## src/rtl/wbm_req_engine.sv

```systemverilog
// -----------------------------------------------------------------------------
// wbm_req_engine
//   Wishbone classic-cycle initiator. Takes one read or write request from a
//   valid/ready request channel, runs it as a single cyc/stb transfer on the
//   Wishbone master port, and returns read data plus error/timeout status on a
//   valid/ready response channel. At most one transaction is outstanding.
//
// Parameters
//   AW          address width
//   DW          data width (byte-select width is DW/8)
//   TIMEOUT_CYC cycles cyc/stb may be held without ack/err before abort (>=1)
//
// Ports
//   clk, rst_n                      clock, synchronous active-low reset
//   req_valid/req_ready             request handshake
//   req_we/req_adr/req_dat/req_sel  request payload
//   rsp_valid/rsp_ready             response handshake
//   rsp_dat/rsp_err/rsp_tmo         response payload (tmo implies err)
//   wbm_cyc_o..wbm_dat_o            Wishbone master outputs (all registered)
//   wbm_dat_i/wbm_ack_i/wbm_err_i   Wishbone slave returns
// -----------------------------------------------------------------------------
module wbm_req_engine #(
  parameter int AW          = 32,
  parameter int DW          = 32,
  parameter int TIMEOUT_CYC = 255
) (
  input  logic            clk,
  input  logic            rst_n,
  // request channel
  input  logic            req_valid,
  output logic            req_ready,
  input  logic            req_we,
  input  logic [AW-1:0]   req_adr,
  input  logic [DW-1:0]   req_dat,
  input  logic [DW/8-1:0] req_sel,
  // response channel
  output logic            rsp_valid,
  input  logic            rsp_ready,
  output logic [DW-1:0]   rsp_dat,
  output logic            rsp_err,
  output logic            rsp_tmo,
  // Wishbone master port
  output logic            wbm_cyc_o,
  output logic            wbm_stb_o,
  output logic            wbm_we_o,
  output logic [AW-1:0]   wbm_adr_o,
  output logic [DW/8-1:0] wbm_sel_o,
  output logic [DW-1:0]   wbm_dat_o,
  input  logic [DW-1:0]   wbm_dat_i,
  input  logic            wbm_ack_i,
  input  logic            wbm_err_i
);

  localparam int SW = DW / 8;
  localparam int CW = $clog2(TIMEOUT_CYC + 1);
  localparam logic [CW-1:0] CNT_LAST = CW'(TIMEOUT_CYC - 1);

  typedef enum logic [1:0] {
    ST_IDLE = 2'd0,
    ST_BUS  = 2'd1,
    ST_RESP = 2'd2
  } state_e;

  state_e          state_q;
  logic [CW-1:0]   cnt_q;
  logic            cyc_q, stb_q, we_q;
  logic [AW-1:0]   adr_q;
  logic [SW-1:0]   sel_q;
  logic [DW-1:0]   dat_o_q;
  logic            rsp_valid_q, rsp_err_q, rsp_tmo_q;
  logic [DW-1:0]   rsp_dat_q;

  // Ready is decoded from state and gated by rst_n so no request can be
  // accepted (or appear accepted) while reset is held.
  assign req_ready = (state_q == ST_IDLE) && rst_n;

  // NOTE: every register here is updated with <= so all state advances
  // together on the edge; blocking assignments would let later statements see
  // half-updated values and break the one-cycle handshake timing.
  always_ff @(posedge clk) begin
    if (!rst_n) begin
      state_q     <= ST_IDLE;
      cnt_q       <= '0;
      cyc_q       <= 1'b0;
      stb_q       <= 1'b0;
      we_q        <= 1'b0;
      adr_q       <= '0;
      sel_q       <= '0;
      dat_o_q     <= '0;
      rsp_valid_q <= 1'b0;
      rsp_err_q   <= 1'b0;
      rsp_tmo_q   <= 1'b0;
      rsp_dat_q   <= '0;
    end else begin
      case (state_q)
        ST_IDLE: begin
          if (req_valid) begin
            we_q    <= req_we;
            adr_q   <= req_adr;
            sel_q   <= req_sel;
            dat_o_q <= req_dat;
            cyc_q   <= 1'b1;
            stb_q   <= 1'b1;
            cnt_q   <= '0;
            state_q <= ST_BUS;
          end
        end

        ST_BUS: begin
          if (wbm_err_i || wbm_ack_i) begin
            // err wins over a simultaneous ack; reads return data only on a
            // clean ack.
            cyc_q       <= 1'b0;
            stb_q       <= 1'b0;
            rsp_valid_q <= 1'b1;
            rsp_err_q   <= wbm_err_i;
            rsp_tmo_q   <= 1'b0;
            rsp_dat_q   <= (!wbm_err_i && !we_q) ? wbm_dat_i : '0;
            state_q     <= ST_RESP;
          end else if (cnt_q == CNT_LAST) begin
            // This is the TIMEOUT_CYC-th cycle without a reply: abort.
            cyc_q       <= 1'b0;
            stb_q       <= 1'b0;
            rsp_valid_q <= 1'b1;
            rsp_err_q   <= 1'b1;
            rsp_tmo_q   <= 1'b1;
            rsp_dat_q   <= '0;
            state_q     <= ST_RESP;
          end else begin
            // Only counts below CNT_LAST, so it saturates and never wraps.
            cnt_q <= cnt_q + CW'(1);
          end
        end

        ST_RESP: begin
          // Late ack/err are ignored here since the bus is idle.
          if (rsp_ready) begin
            rsp_valid_q <= 1'b0;
            state_q     <= ST_IDLE;
          end
        end

        default: state_q <= ST_IDLE;
      endcase
    end
  end

  assign wbm_cyc_o = cyc_q;
  assign wbm_stb_o = stb_q;
  assign wbm_we_o  = we_q;
  assign wbm_adr_o = adr_q;
  assign wbm_sel_o = sel_q;
  assign wbm_dat_o = dat_o_q;
  assign rsp_valid = rsp_valid_q;
  assign rsp_err   = rsp_err_q;
  assign rsp_tmo   = rsp_tmo_q;
  assign rsp_dat   = rsp_dat_q;

endmodule

```

## config.mk

```make
export PLATFORM = sky130hd
export DESIGN_NAME = wbm_req_engine
export DESIGN_NICKNAME = d
export VERILOG_FILES = /design/src/rtl/wbm_req_engine.sv
export SDC_FILE = /design/constraint.sdc
export NUM_CORES = 1
export LEC_CHECK = 0
export BUFFER_PORTS_ARGS = -buffer_cell sky130_fd_sc_hd__buf_4
export CAP_MARGIN = 20
export CELL_PAD_IN_SITES_DETAIL_PLACEMENT = 1
export CELL_PAD_IN_SITES_GLOBAL_PLACEMENT = 2
export CORE_ASPECT_RATIO = 1.75
export CORE_MARGIN = 4
export CORE_UTILIZATION = 24
export CTS_CLUSTER_DIAMETER = 60
export CTS_CLUSTER_SIZE = 12
export DETAILED_ROUTE_END_ITERATION = 8
export PLACE_DENSITY_LB_ADDON = 0.05
export RECOVER_POWER = 50
export REMOVE_ABC_BUFFERS = 1
export SLEW_MARGIN = 25
export SYNTH_ARGS = -nofsm -noshare
export SYNTH_HDL_FRONTEND = slang
export SYNTH_SLANG_ARGS = --single-unit
```

## constraint.sdc

```tcl
create_clock -name clk -period 1.78 [get_ports clk]
set_input_delay 0.534 -clock clk [delete_from_list [all_inputs] [get_ports clk]]
set_output_delay 0.534 -clock clk [all_outputs]
set_load 0.01 [all_outputs]
```

# After elaboration in Yosys (flattened, before gate mapping)
# Index checks and enable logic that the tools add are counted.
# Widths: inputs -> output; s select.
dict set report totals {
  out_inout_bits 107
  wordCells 57
  register_bits 115
  input_bits 107
}
dict set report op_classes {
  eq_ne 8
  reduce_logical 15
  add_sub_neg 1
  mux 22
}
# cell count
set ops {}
lappend ops {{$mux 32} 3}
lappend ops {{$mux 8} 3}
lappend ops {{$pmux 8 s2} 1}
lappend ops {{$reduce_and 3->1} 3}
lappend ops {{$add 8x1->8 const B} 1}
lappend ops {{$eq 8x8->1 const B} 1}
lappend ops {{$mux 1} 8}
lappend ops {{$mux 2} 4}
lappend ops {{$ne 2x2->1 const B} 4}
lappend ops {{$pmux 2 s3} 1}
lappend ops {{$reduce_bool 2->1} 3}
lappend ops {{$pmux 1 s2} 2}
lappend ops {{$reduce_and 2->1} 2}
lappend ops {{$reduce_and 4->1} 1}
lappend ops {{$ne 3x3->1 const B} 1}
lappend ops {{$eq 2x1->1 const B} 1}
lappend ops {{$eq 2x2->1 const B} 1}
lappend ops {{$logic_and 1x1->1} 2}
lappend ops {{$logic_not 1->1} 2}
lappend ops {{$logic_not 2->1} 1}
lappend ops {{$logic_or 1x1->1} 1}

# Longest topological paths before layout
dict set report logic_depth {
  depth_word 4
  depth_mapped 7
  mapped_depth_nobuf 6
}

# Worst setup path after synthesis
# OpenSTA, ideal clock, no wires.
dict set report synth_path {
  path_kind {input port to output port}
  startpoint {input rst_n}
  endpoint {output req_ready}
  path_buffers 1
  setup_slack_ns 0.210
  stages 3
  t_required_ns 1.246
  t_arrival_ns 1.036
  path_cell_list {inv_1 > clkbuf_1 > nor3_1}
}
dict set report synth_between {
  elab_chain_len 1
}
# element line_no
set synth_rtl {}
lappend synth_rtl {{from (decl)} 28} ;# input logic rst_n,
lappend synth_rtl {{$logic_and 1x1->1} 75} ;# assign req_ready = (state_q == ST_IDLE) && rst_n;
lappend synth_rtl {{to (decl)} 31} ;# output logic req_ready,
# No other way between the ends.

# Final worst setup path
dict set report layout_path {
  startpoint {register state_q[1]}
  endpoint {output req_ready}
}
dict set report layout_between {
  elab_chain_len 2
}
# element line_no
set layout_rtl {}
lappend layout_rtl {{from (decl)} 64} ;# state_e state_q;
lappend layout_rtl {{from (signal assigned)} 82} ;# state_q <= ST_IDLE;
lappend layout_rtl {{from (signal assigned)} 105} ;# state_q <= ST_BUS;
lappend layout_rtl {{from (signal assigned)} 119} ;# state_q <= ST_RESP;
lappend layout_rtl {{$logic_not 2->1} 75}
lappend layout_rtl {{$logic_and 1x1->1} 75}
# No other way between the ends.

==> flow_summary.ini <==
[logic_synthesis]
synth_top_area_share_pct = 53.5
yosysWarningCount = 0
ys_seq_area_share_pct = 53.5
ys.flop_type = dfxtp_1
syn_inst = 519
synth_seq_cells = 115
yosysUniqueCellTypes = 38
synth_area_leaders = dfxtp_1 53%, nand2_1 18%, a21oi_1 8.7%, mux2i_1 7.4%, clkbuf_1 2.4%
synthArstFlopShare_pct = 0
synth_edf_count = 0
synth-xor-area-share_pct = 0
avgSynthCellArea_sq_um = 8.29
synth_area_sq_um = 4300
synth_fa_ha_area_share_pct = 0.581
synth_top_family_by_area = simple AND/OR/NAND/NOR gates
synth-compound-area-share_pct = 11.5
synth-simple-area-share_pct = 22.8
synth_mux_area_share_pct = 7.44
synth_largest_area_cell = dfxtp_1

[route]
wirelength_mm = 14.9
viasPerCell = 4.39
first_iter_violations = 87
drc_errors = 0
via_count = 4246
wl_per_cell_um = 15.4
first_pass_iters = 4
postRouteAntennaNets = 0

[sta]
max-slew-margin-rel_pct = 64.7
period_minus_slack_ps = 1670
finalSetupViolations = 0
finalClockSkew_ps = 11.4
rsz0062_at_grt = no
max_freq_ghz = 0.598
setup_ws_ps = 109
finalMaxSlewViolations = 0
min_period_over_period_pct = 93.9
tightest_slew_ps = 529
hold_viol_final = 0

[critical_path]
cp.required_ps = 1250
critical_path_arrival_ps = 1140
crit_fanout = 6
start_kind = flip-flop
critPathKind = flip-flop to output pin
end_kind = output pin
crit_path_cell_trace = nor3_1 > buf_4
critPathSlowestCell = dfxtp_1
cpPeakStageDelay_ps = 350

[clocking]
cts_root_buffer = clkbuf_16
cts_setup_buffers = 0
clkSinkCount = 115
htreeDepth = 4
cts_resized = 0
postCtsHoldBufs = 0
cts_buffers = 17
cts_tree = done
path_clk_slew_ps = 60
clk_latency_ps = 400
clockBufferDepth = 2

[floorplan]
std_cell_rows = 64
die_width_um = 109
coreArea_sq_um = 17500
dieArea_sq_um = 20200
die_h_um = 185
initial_utilization_pct = 24.5
pin_count = 214

[placed_design]
dp.cells = 935
gp_congestion = 0.749
hpwl_mm = 10.7
dpl_worst_slack_ps = 17.4
port_buffers = 213

[global_routing]
grt_pass1_wl_mm = 22.8
grt_pass1_vias = 4442
grt_max_degree = 82
grt.overflow.total = 0
track_usage_pct = 14.5
antenna_found_initial = 0

[final_layout]
final_common_cell = nand2_1
diodes = 0
finalNonFillerCells = 967
multi_input_area_sq_um = 1830
layout_common_cells = 204 x nand2_1, 138 x buf_4, 115 x dfxtp_1, 79 x clkbuf_1, 75 x a21oi_1
areaGrowthSynthToFinish_pct = 50.9
seq_area_sq_um = 2300
nFillCells = 2131
drive_gt1_share_pct = 25.5
nets = 832

[power]
power_leakage_nw = 2.75
p_per_area_nw_per_um2 = 1100
ir_drop_uv = 506

[flow_run]
cap_violations = 0

[min_path]
hold_class = input pin to flip-flop

[outcome]
outcome = finished clean
[flip-flops by register name, indices dropped and copies added (netlist names), 2 cells and up]
register / cells
wbm_dat_o: 32
state_q: 2
rsp_dat: 32
wbm_adr_o: 32
wbm_sel_o: 4
cnt_q: 8
[report_power, final]
part           internal [mW]  switching [mW]
Clock                   2.26            1.29
Combinational          0.370           0.445
Sequential              2.70          0.0656
[cells by family after synthesis]
| family | Yosys count |
|---|---|
| AOI/OAI and AO/OA | 90 |
| adders and majority gates | 2 |
| buffers and inverters | 41 |
| DFF | 115 |
| muxes | 32 |
| and+or+nand+nor | 239 |
[layer usage]
| metal | track usage, % | vias to the layer above | wire, um |
|---|---|---|---|
| met1 | 14.5 | 1988 | 5630 |
| met5 | 0 | - | 0 |
| met2 | 27.6 | 129 | 8060 |
| met4 | 4.44 | 0 | 155 |
| li1 | - | 2118 | - |
| met3 | 4.85 | 11 | 1080 |
[critical path, delay by kind of cell, from the launching register on]
kind	cells	cell delay [ps]
and+or+nand+nor	1	230
buffers and inverters	1	160
DFF	1	350
[final cells by class]
cell class	count	area share (%)
Sequential cell	115	35.4
Multi-Input combinational cell	363	28.2
Timing Repair Buffer	223	22.2
Clock buffer	18	6.76
Tap cell	231	4.45
Clock inverter	14	2.73
Inverter	3	0.173
[Yosys cell counts (all sizes together), types with 2 or more instances]
cell type / count
dfxtp: 115
nor2: 4
o21ai: 2
ha: 2
nand2: 207
o41ai: 2
clkbuf: 28
nand4: 2
o211ai: 2
nand3: 11
inv: 3
mux2i: 32
nand3b: 2
buf: 10
or4: 2
a31oi: 4
o2111ai: 2
or3: 2
a21oi: 75
[stage by stage]
stage | util, % | hold WS [ps] | power (mW) | TNS, ps | cell area (sq um)
floorplan | - | 479 | 3.17 | -70630 | 4130
global placement | 35.3 | 442 | 3.72 | 0 | 6180
detailed placement | 35.3 | 447 | 3.74 | 0 | 6180
CTS | 38.8 | 359 | 7.35 | 0 | 6800
global route | 37.0 | 366 | 7.48 | 0 | 6500
finish | 37.0 | 378 | 7.12 | 0 | 6500
[final timing paths]
check | endpoint | depth (start not counted) | start | slack, ps
worst max-delay path | req_ready | 2 | state_q[1] | 110
worst min register to register | wbm_adr_o[15] | 2 | wbm_adr_o[15] | 450
worst max register to register | cnt_q[5] | 6 | cnt_q[0] | 180
worst min-delay path | rsp_err | 2 | wbm_ack_i | 380
(Power assumes the default switching activity.)
